## config.mk

```make
export PLATFORM = sky130hd
export DESIGN_NAME = rv32i_mc_core
export DESIGN_NICKNAME = d
export VERILOG_FILES = /design/src/rtl/rv32i_mc_core.sv
export SDC_FILE = /design/constraint.sdc
export NUM_CORES = 2
export LEC_CHECK = 0
export ABC_CLOCK_PERIOD_IN_PS = 7770
export CORE_MARGIN = 2
export CORE_UTILIZATION = 64
export CTS_BUF_LIST = sky130_fd_sc_hd__clkbuf_16
export CTS_CLUSTER_DIAMETER = 100
export DETAILED_ROUTE_END_ITERATION = 7
export PLACE_DENSITY = 0.85
export SYNTH_ARGS = -nofsm -noshare
export SYNTH_HDL_FRONTEND = slang
export SYNTH_SLANG_ARGS = --single-unit
```

## constraint.sdc

```tcl
create_clock -name clk -period 7.77 [get_ports clk]
set_input_delay 1.554 -clock clk [delete_from_list [all_inputs] [get_ports clk]]
set_output_delay 1.554 -clock clk [all_outputs]
set_load 0.02 [all_outputs]
```

## src/rtl/rv32i_mc_core.sv

```systemverilog
`default_nettype none
// ==========================================================================
// Module   : rv32i_mc_core -- multi-cycle RV32I core, valid/ready imem/dmem.
// Option   : RV_ILLEGAL_HALT_EN halts on illegal instructions.  Rev: 1.0
// ==========================================================================
module rv32i_mc_core #(
  parameter logic [31:0] RESET_PC = 32'h0000_0000,
  parameter int          NUM_REGS = 32
) (
  input  logic        clk,
  input  logic        rst_n,
  output logic        imem_req,
  output logic [31:0] imem_addr,
  input  logic        imem_ready,
  input  logic [31:0] imem_rdata,
  output logic        dmem_req,
  output logic        dmem_we,
  output logic [3:0]  dmem_be,
  output logic [31:0] dmem_addr,
  output logic [31:0] dmem_wdata,
  input  logic        dmem_ready,
  input  logic [31:0] dmem_rdata,
  output logic        retire,
  output logic        halted
);
  localparam logic [6:0] c_OP_LUI    = 7'b0110111;
  localparam logic [6:0] c_OP_AUIPC  = 7'b0010111;
  localparam logic [6:0] c_OP_JAL    = 7'b1101111;
  localparam logic [6:0] c_OP_JALR   = 7'b1100111;
  localparam logic [6:0] c_OP_BRANCH = 7'b1100011;
  localparam logic [6:0] c_OP_LOAD   = 7'b0000011;
  localparam logic [6:0] c_OP_STORE  = 7'b0100011;
  localparam logic [6:0] c_OP_IMM    = 7'b0010011;
  localparam logic [6:0] c_OP_REG    = 7'b0110011;
  localparam int         c_IDX_W     = $clog2(NUM_REGS);
  localparam logic [5:0] c_NREGS     = 6'(NUM_REGS);

`ifdef RV_ILLEGAL_HALT_EN
  typedef enum logic [1:0] {S_FETCH = 2'd0, S_EXEC = 2'd1, S_MEM = 2'd2, S_HALT = 2'd3} state_t;
`else
  typedef enum logic [1:0] {S_FETCH = 2'd0, S_EXEC = 2'd1, S_MEM = 2'd2} state_t;
`endif

  state_t      r_state;
  logic [31:0] r_pc, r_ir;
  logic [31:0] r_regs [NUM_REGS];
  logic        r_imem_req, r_dmem_req, r_dmem_we, r_retire;
  logic [31:0] r_imem_addr, r_dmem_addr, r_dmem_wdata;
  logic [3:0]  r_dmem_be;

  logic [6:0]  w_opcode, w_f7;
  logic [4:0]  w_rd, w_rs1, w_rs2, w_sh;
  logic [2:0]  w_f3;
  logic [31:0] w_imm_i, w_imm_s, w_imm_b, w_imm_u, w_imm_j;
  logic [31:0] w_rs1_val, w_rs2_val, w_alu_b, w_alu, w_ea, w_wdata;
  logic [31:0] w_wb_val, w_next_pc, w_ld_word, w_ld_val;
  logic [3:0]  w_be_base, w_be;
  logic        w_alt, w_cmp, w_take, w_rd_ok;
  logic        w_wb_en, w_is_mem, w_is_store, w_illegal;

  assign w_opcode = r_ir[6:0];
  assign w_rd     = r_ir[11:7];
  assign w_f3     = r_ir[14:12];
  assign w_rs1    = r_ir[19:15];
  assign w_rs2    = r_ir[24:20];
  assign w_f7     = r_ir[31:25];
  assign w_imm_i  = {{20{r_ir[31]}}, r_ir[31:20]};
  assign w_imm_s  = {{20{r_ir[31]}}, r_ir[31:25], r_ir[11:7]};
  assign w_imm_b  = {{19{r_ir[31]}}, r_ir[31], r_ir[7], r_ir[30:25], r_ir[11:8], 1'b0};
  assign w_imm_u  = {r_ir[31:12], 12'd0};
  assign w_imm_j  = {{11{r_ir[31]}}, r_ir[31], r_ir[19:12], r_ir[20], r_ir[30:21], 1'b0};

  // Indices beyond the implemented file (RV32E) read as zero and never write.
  assign w_rs1_val = (w_rs1 != 5'd0 && {1'b0, w_rs1} < c_NREGS) ? r_regs[w_rs1[c_IDX_W-1:0]] : 32'd0;
  assign w_rs2_val = (w_rs2 != 5'd0 && {1'b0, w_rs2} < c_NREGS) ? r_regs[w_rs2[c_IDX_W-1:0]] : 32'd0;
  assign w_rd_ok   = (w_rd != 5'd0) && ({1'b0, w_rd} < c_NREGS);

  assign w_alu_b = (w_opcode == c_OP_REG) ? w_rs2_val : w_imm_i;
  assign w_alt   = (w_opcode == c_OP_REG) ? w_f7[5] : (w_f3 == 3'b101 && w_f7[5]);

  always_comb begin
    case (w_f3)
      3'b000:  w_alu = w_alt ? w_rs1_val - w_alu_b : w_rs1_val + w_alu_b;
      3'b001:  w_alu = w_rs1_val << w_alu_b[4:0];
      3'b010:  w_alu = {31'd0, $signed(w_rs1_val) < $signed(w_alu_b)};
      3'b011:  w_alu = {31'd0, w_rs1_val < w_alu_b};
      3'b100:  w_alu = w_rs1_val ^ w_alu_b;
      3'b101:  w_alu = w_alt ? 32'($signed(w_rs1_val) >>> w_alu_b[4:0]) : w_rs1_val >> w_alu_b[4:0];
      3'b110:  w_alu = w_rs1_val | w_alu_b;
      default: w_alu = w_rs1_val & w_alu_b;
    endcase
  end

  always_comb begin
    case (w_f3[2:1])
      2'b00:   w_cmp = (w_rs1_val == w_rs2_val);
      2'b10:   w_cmp = ($signed(w_rs1_val) < $signed(w_rs2_val));
      default: w_cmp = (w_rs1_val < w_rs2_val);
    endcase
    w_take = w_cmp ^ w_f3[0];
  end

  // Misaligned accesses stay inside one word: lanes shifted past byte 3 are dropped.
  assign w_ea      = w_rs1_val + ((w_opcode == c_OP_STORE) ? w_imm_s : w_imm_i);
  assign w_sh      = {w_ea[1:0], 3'b000};
  assign w_be_base = (w_f3[1:0] == 2'b00) ? 4'b0001 : (w_f3[1:0] == 2'b01) ? 4'b0011 : 4'b1111;
  assign w_be      = w_be_base << w_ea[1:0];
  assign w_wdata   = w_rs2_val << w_sh;
  assign w_ld_word = dmem_rdata >> w_sh;

  always_comb begin
    case (w_f3)
      3'b000:  w_ld_val = {{24{w_ld_word[7]}}, w_ld_word[7:0]};
      3'b001:  w_ld_val = {{16{w_ld_word[15]}}, w_ld_word[15:0]};
      3'b100:  w_ld_val = {24'd0, w_ld_word[7:0]};
      3'b101:  w_ld_val = {16'd0, w_ld_word[15:0]};
      default: w_ld_val = w_ld_word;
    endcase
  end

  always_comb begin
    w_wb_en    = 1'b0;
    w_wb_val   = 32'd0;
    w_next_pc  = r_pc + 32'd4;
    w_is_mem   = 1'b0;
    w_is_store = 1'b0;
    w_illegal  = 1'b0;
    case (w_opcode)
      c_OP_LUI:    begin w_wb_en = 1'b1; w_wb_val = w_imm_u; end
      c_OP_AUIPC:  begin w_wb_en = 1'b1; w_wb_val = r_pc + w_imm_u; end
      c_OP_JAL:    begin w_wb_en = 1'b1; w_wb_val = r_pc + 32'd4; w_next_pc = r_pc + w_imm_j; end
      c_OP_JALR: begin
        w_illegal = (w_f3 != 3'b000);
        w_wb_en   = 1'b1;
        w_wb_val  = r_pc + 32'd4;
        w_next_pc = (w_rs1_val + w_imm_i) & ~32'd1;
      end
      c_OP_BRANCH: begin
        w_illegal = (w_f3[2:1] == 2'b01);
        if (w_take) w_next_pc = r_pc + w_imm_b;
      end
      c_OP_LOAD:   begin w_illegal = (w_f3 == 3'b011) || (w_f3[2:1] == 2'b11); w_is_mem = 1'b1; end
      c_OP_STORE:  begin w_illegal = w_f3[2] || (w_f3[1:0] == 2'b11); w_is_mem = 1'b1; w_is_store = 1'b1; end
      c_OP_IMM: begin
        w_illegal = (w_f3 == 3'b001 && w_f7 != 7'b0000000) ||
                    (w_f3 == 3'b101 && w_f7 != 7'b0000000 && w_f7 != 7'b0100000);
        w_wb_en   = 1'b1;
        w_wb_val  = w_alu;
      end
      c_OP_REG: begin
        w_illegal = !(w_f7 == 7'b0000000 || (w_f7 == 7'b0100000 && (w_f3 == 3'b000 || w_f3 == 3'b101)));
        w_wb_en   = 1'b1;
        w_wb_val  = w_alu;
      end
      default: w_illegal = 1'b1;
    endcase
    if (w_illegal) begin
      w_wb_en    = 1'b0;
      w_is_mem   = 1'b0;
      w_is_store = 1'b0;
      w_next_pc  = r_pc + 32'd4;
    end
  end

  always_ff @(posedge clk or negedge rst_n) begin
    if (!rst_n) begin
      r_state      <= S_FETCH;
      r_pc         <= RESET_PC;
      r_ir         <= 32'd0;
      r_imem_req   <= 1'b0;
      r_imem_addr  <= 32'd0;
      r_dmem_req   <= 1'b0;
      r_dmem_we    <= 1'b0;
      r_dmem_be    <= 4'd0;
      r_dmem_addr  <= 32'd0;
      r_dmem_wdata <= 32'd0;
      r_retire     <= 1'b0;
      for (int i = 0; i < NUM_REGS; i++) r_regs[i] <= 32'd0;
    end else begin
      r_retire <= 1'b0;
      case (r_state)
        S_FETCH: begin
          // First cycle out of reset raises the request; later fetches arrive with it set.
          if (!r_imem_req) begin
            r_imem_req  <= 1'b1;
            r_imem_addr <= r_pc;
          end else if (imem_ready) begin
            r_ir       <= imem_rdata;
            r_imem_req <= 1'b0;
            r_state    <= S_EXEC;
          end
        end
        S_EXEC: begin
`ifdef RV_ILLEGAL_HALT_EN
          if (w_illegal) begin
            r_state <= S_HALT;
          end else
`endif
          if (w_is_mem) begin
            r_dmem_req   <= 1'b1;
            r_dmem_we    <= w_is_store;
            r_dmem_be    <= w_is_store ? w_be : 4'd0;
            r_dmem_addr  <= {w_ea[31:2], 2'b00};
            r_dmem_wdata <= w_is_store ? w_wdata : 32'd0;
            r_state      <= S_MEM;
          end else begin
            if (w_wb_en && w_rd_ok) r_regs[w_rd[c_IDX_W-1:0]] <= w_wb_val;
            r_pc        <= w_next_pc;
            r_imem_req  <= 1'b1;
            r_imem_addr <= w_next_pc;
            r_retire    <= 1'b1;
            r_state     <= S_FETCH;
          end
        end
        S_MEM: begin
          if (dmem_ready) begin
            if (!r_dmem_we && w_rd_ok) r_regs[w_rd[c_IDX_W-1:0]] <= w_ld_val;
            r_pc        <= r_pc + 32'd4;
            r_imem_req  <= 1'b1;
            r_imem_addr <= r_pc + 32'd4;
            r_retire    <= 1'b1;
            r_dmem_req  <= 1'b0;
            r_dmem_we   <= 1'b0;
            r_dmem_be   <= 4'd0;
            r_state     <= S_FETCH;
          end
        end
        default: r_state <= r_state;
      endcase
    end
  end

  assign imem_req   = r_imem_req;
  assign imem_addr  = r_imem_addr;
  assign dmem_req   = r_dmem_req;
  assign dmem_we    = r_dmem_we;
  assign dmem_be    = r_dmem_be;
  assign dmem_addr  = r_dmem_addr;
  assign dmem_wdata = r_dmem_wdata;
  assign retire     = r_retire;
`ifdef RV_ILLEGAL_HALT_EN
  assign halted     = (r_state == S_HALT);
`else
  assign halted     = 1'b0;
`endif
endmodule
`default_nettype wire

```

==> out/qor.csv, run 1 <==
metric;value;unit
Post-synth EDFFs;0;
Cell Area, Placed;89500;um^2
top cells by area, synth;dfrtp_1, mux4_2, o21ai_0, nand2_1, a21oi_1;
share of the synthesized area in the top cell type;0.352;
Yosys reg bits;1192;
antenna violations before repair;74;
Cell Area, Synth;84800;um^2
# port buffers;169;
GRT overflow;95;
row count;133;
status;did not finish;
Post-Syn Instances;9227;
pin count of the biggest net entering global routing;188;
asr flop ratio synth;1.00;
WEP type;register input;
synth warn;0;
Synth Flop Type;dfrtp_1;
H-tree levels;4;
syn avg cell area;9.19;um^2
last flow stage reached;5_1_grt;
CTS root buf;clkbuf_16;
worst_ep grt;imem_addr[29]$_DFFE_PN0P_/D;
Top-Level Pins;173;
RePlAce Congestion;1.19;
dpl hpwl;307000;um
initial core utilization;0.645;
Err;[ERROR GRT-0232] Routing congestion too high. Check the congestion heatmap in the GUI.;
total routing usage reported by global routing;0.749;
Die Height;368;um
cts bufs inserted;131;
clk buf depth;3;
Clock Sinks;1192;
post-CTS setup buffers;0;
Synth cell types;115;
Seq/Total Area, Yosys;0.352;
Die Wd;368;um
Synth area leader;dfrtp_1;
==> repair_timing <==
item                       4_1_cts
setup endpoints to repair        3
hold buffers                     0
gates resized for setup          1
==> through the flow <==
stage                     hold slack (ns)  utilization  std cells  TNS (ns)  worst slack (ns)
after detailed placement            0.471        0.681      10789   -0.0264           -0.0188
after global placement              0.460        0.681      10789         0             0.227
after floorplan                     0.452            -       9229         0             0.888
after CTS                           0.484        0.711      11013         0             0.107
==> cells in the mapped netlist (all sizes together) (113+ instances only) <==
master / number
o31ai: 113
dfrtp: 1192
a31oi: 213
mux4: 466
nand2: 1139
inv: 149
a21oi: 657
o21ai: 1070
buf: 262
mux2i: 272
mux2: 210
clkbuf: 597
nand3: 179
ha: 223
nor2: 785
o21a: 124
==> metal layers <==
metal  GRT overflow  track usage
met5              1        0.339
met2             45        0.894
met3              5        0.602
met4             42        0.674
met1              2        0.787
==> logic make-up after synthesis <==
| logic type | count (synthesis) | share of synthesized area |
|---|---|---|
| compound gates | 3084 | 0.227 |
| xor+xnor | 159 | 0.0164 |
| fa+ha+maj | 230 | 0.0345 |
| buf+inv | 1014 | 0.0530 |
| flops | 1192 | 0.352 |
| mux | 948 | 0.184 |
| other cells | 1 | 0.0000442 |
| simple gates | 2599 | 0.133 |
==> inputs of run 2 (changes only) <==
Settings changed: CORE_UTILIZATION 64 to 40, CTS_BUF_LIST sky130_fd_sc_hd__clkbuf_16 to unset, CTS_CLUSTER_DIAMETER 100 to unset, PLACE_DENSITY 0.85 to unset, PLACE_DENSITY_LB_ADDON set to 0.15.
==> run 2 against run 1 <==
Compared with the run above:
- the run now ends clean
- synthesized cell count did not move
- synthesized area did not move
==> out/qor.csv, run 2 <==
metric;value;unit
status;finished, final reports clean;
maxcap violations;0;
TritonCTS clock tree;yes;
WP data arrival;8.41;ns
FMAX;129;MHz
most frequent cells in the layout;dfrtp_1, nand2_1, o21ai_0;
# port buffers;169;
CP max FO;31;
GR met2 Demand/Resource;0.635;
clk_lat worst skew;0.86;ns
Cell Area, Placed;91600;um^2
Die Wd;465;um
Core Region;211000;um^2
Clock Sinks;1192;
Multi-input gate area;51100;um^2
Starting DRT DRC Count;11202;
Die Height;465;um
antenna violations before repair;19;
Synth area leader;dfrtp_1;
Storage cell area;29900;um^2
synth warn;0;
Largest Register;r_regs;
most frequent cell after synthesis;dfrtp_1;
first-pass GRT wire length;644000;um
top cells by area, synth;dfrtp_1, mux4_2, o21ai_0, nand2_1, a21oi_1;
period utilisation layout;0.994;
Vias;82397;
commonest non-fill, non-tap cell in the layout;dfrtp_1;
Final Critical Period;7.72;ns
Via-to-Cell Ratio;6.77;
Slew @ Worst Pin;1.39;ns
Pleak;39.0;nW
maximum VDD drop;0.339;mV
pin count of the biggest net entering global routing;174;
power density cells;507;nW/um^2
clk buf depth;3;
# setup viols final;0;
vias in the first global route;77983;
Routed Antenna Nets;0;
Total Routed Length;467000;um
Synth cell types;115;
Finished Cell Area;96700;um^2
routed len/inst;38.4;um
Cell Area, Synth;84800;um^2
crit end category;flip-flop;
Top-Level Pins;173;
Commonest cells post-synth;dfrtp_1, nand2_1, o21ai_0;
unrepaired setup endpoints after global routing;false;
max_slew headroom;0.0671;
Worst Skew;0.0360;ns
CTS root buf;clkbuf_16;
Die Area;216000;um^2
share of post-route cells with drive strength above 1;0.182;
Yosys reg bits;1192;
initial core utilization;0.401;
Worst EP required;8.45;ns
Final Hold Fails;0;
GR peak layer;met2;
Reg clk slew, reported paths;0.06;ns
DRC viols;0;
Post-synth EDFFs;0;
syn avg cell area;9.19;um^2
crit start category;flip-flop;
RePlAce Congestion;1.05;
Fill cells;20326;
kind of critical path;flip-flop to flip-flop;
H-tree levels;4;
GRT met3 Usage;0.0920;
min-delay worst type;flip-flop to flip-flop;
share of the synthesized area in the top cell type;0.352;
Synth Flop Type;dfrtp_1;
GR Util met1;0.540;
drt pass-1 iters;6;
hold slack;0.477;ns
Post-Syn Instances;9227;
total routing usage reported by global routing;0.423;
Seq/Total Area, Yosys;0.352;
max reg flops;1024;
cts bufs inserted;145;
GRT overflow;0;
hold_buf cts;0;
asr flop ratio synth;1.00;
row count;169;
Final nets;9528;
Slew Limit Fails;0;
Area Growth Syn to Fin;14.0;%
dpl hpwl;344000;um
-- run 2: worst paths after layout --
path | to | slack [ns] | from | cells after the start
setup / recovery | r_regs[26] | 0.05 | r_ir[18] | 21
hold / removal | dmem_addr[4] | 0.48 | dmem_addr[4] | 2
setup reg to reg | r_regs[26] | 0.05 | r_ir[18] | 21
hold reg to reg | dmem_addr[4] | 0.48 | dmem_addr[4] | 2
max in group asynchronous | r_regs[790] | 5.24 | rst_n | 3
min in group asynchronous | r_pc[2] | 0.63 | rst_n | 1
-- run 2: through the flow --
stage / setup slack, ns / instances / power (W) / setup TNS [ns] / util
3_3_place_gp: -0.503 / 11902 / 0.0406 / -15.56 / 0.433
6_report: 0.0473 / 12176 / 0.0491 / 0 / 0.457
2_1_floorplan: 0.888 / 9229 / 0.0258 / 0 / -
4_1_cts: 0.0684 / 12167 / 0.0479 / 0 / 0.457
5_1_grt: 0.00481 / 12170 / 0.0502 / 0 / 0.457
3_5_place_dp: -0.410 / 11902 / 0.0405 / -12.25 / 0.433
-- run 2: repair_timing --
| action | 4_1_cts | 5_1_grt |
|---|---|---|
| resized for setup | 3 | 8 |
| setup endpoints to repair | 34 | 95 |
| pin swaps | 0 | 1 |
| buffers inserted | 0 | 1 |
-- run 2: final cells by class --
type,count,share of cell area
clock buffers,210,0.0438
multi-input cells,7023,0.529
flip-flops and latches,1192,0.309
inverters,155,0.00602
well taps,2821,0.0365
clock inverters,55,0.00812
diodes,7,0.000181
repair buffers,713,0.0678
-- run 2: power by group --
group / switching [W] / internal, W / leakage (nW)
Sequential: 0.00146 / 0.00727 / 16.2
Clock: 0.00307 / 0.00423 / 2.44
Combinational: 0.0223 / 0.0107 / 20.4
Total: 0.0269 / 0.0222 / 39.0
-- run 2: logic make-up after synthesis --
logic type               count (synthesis)  share of synthesized area
AO/OA/AOI/OAI                         3084                      0.227
AND/OR/NAND/NOR                       2599                      0.133
flip-flops                            1192                      0.352
buffers and inverters                 1014                     0.0530
multiplexers                           948                      0.184
adder cells (fa/ha/maj)                230                     0.0345
XOR/XNOR                               159                     0.0164
other                                    1                  0.0000442
-- run 2: worst max-delay path, stage by stage (launching register included) --
cell	delay (ns)
dfrtp_2	0.65
buf_4	0.45
mux4_2	0.61
a22oi_1	0.68
nand2_1	0.24
nor2_1	0.63
ha_1	0.49
or3_1	0.46
or3_1	0.33
nor4_1	0.20
o31ai_1	0.14
buf_4	0.17
a21boi_0	0.31
o221ai_1	0.24
mux2i_1	0.16
a31oi_1	0.26
o2111ai_1	0.15
buf_4	0.20
a311o_1	0.37
a21oi_2	0.38
buf_12	0.25
o31ai_1	0.11
-- run 2: layer usage --
layer  up-vias  part of all wire
li1      34344                 -
met1     41670              0.39
met2      5084              0.44
met3      1283             0.092
met4        16             0.085
met5         -           0.00032
No activity file was read; power rests on OpenSTA's default activity.
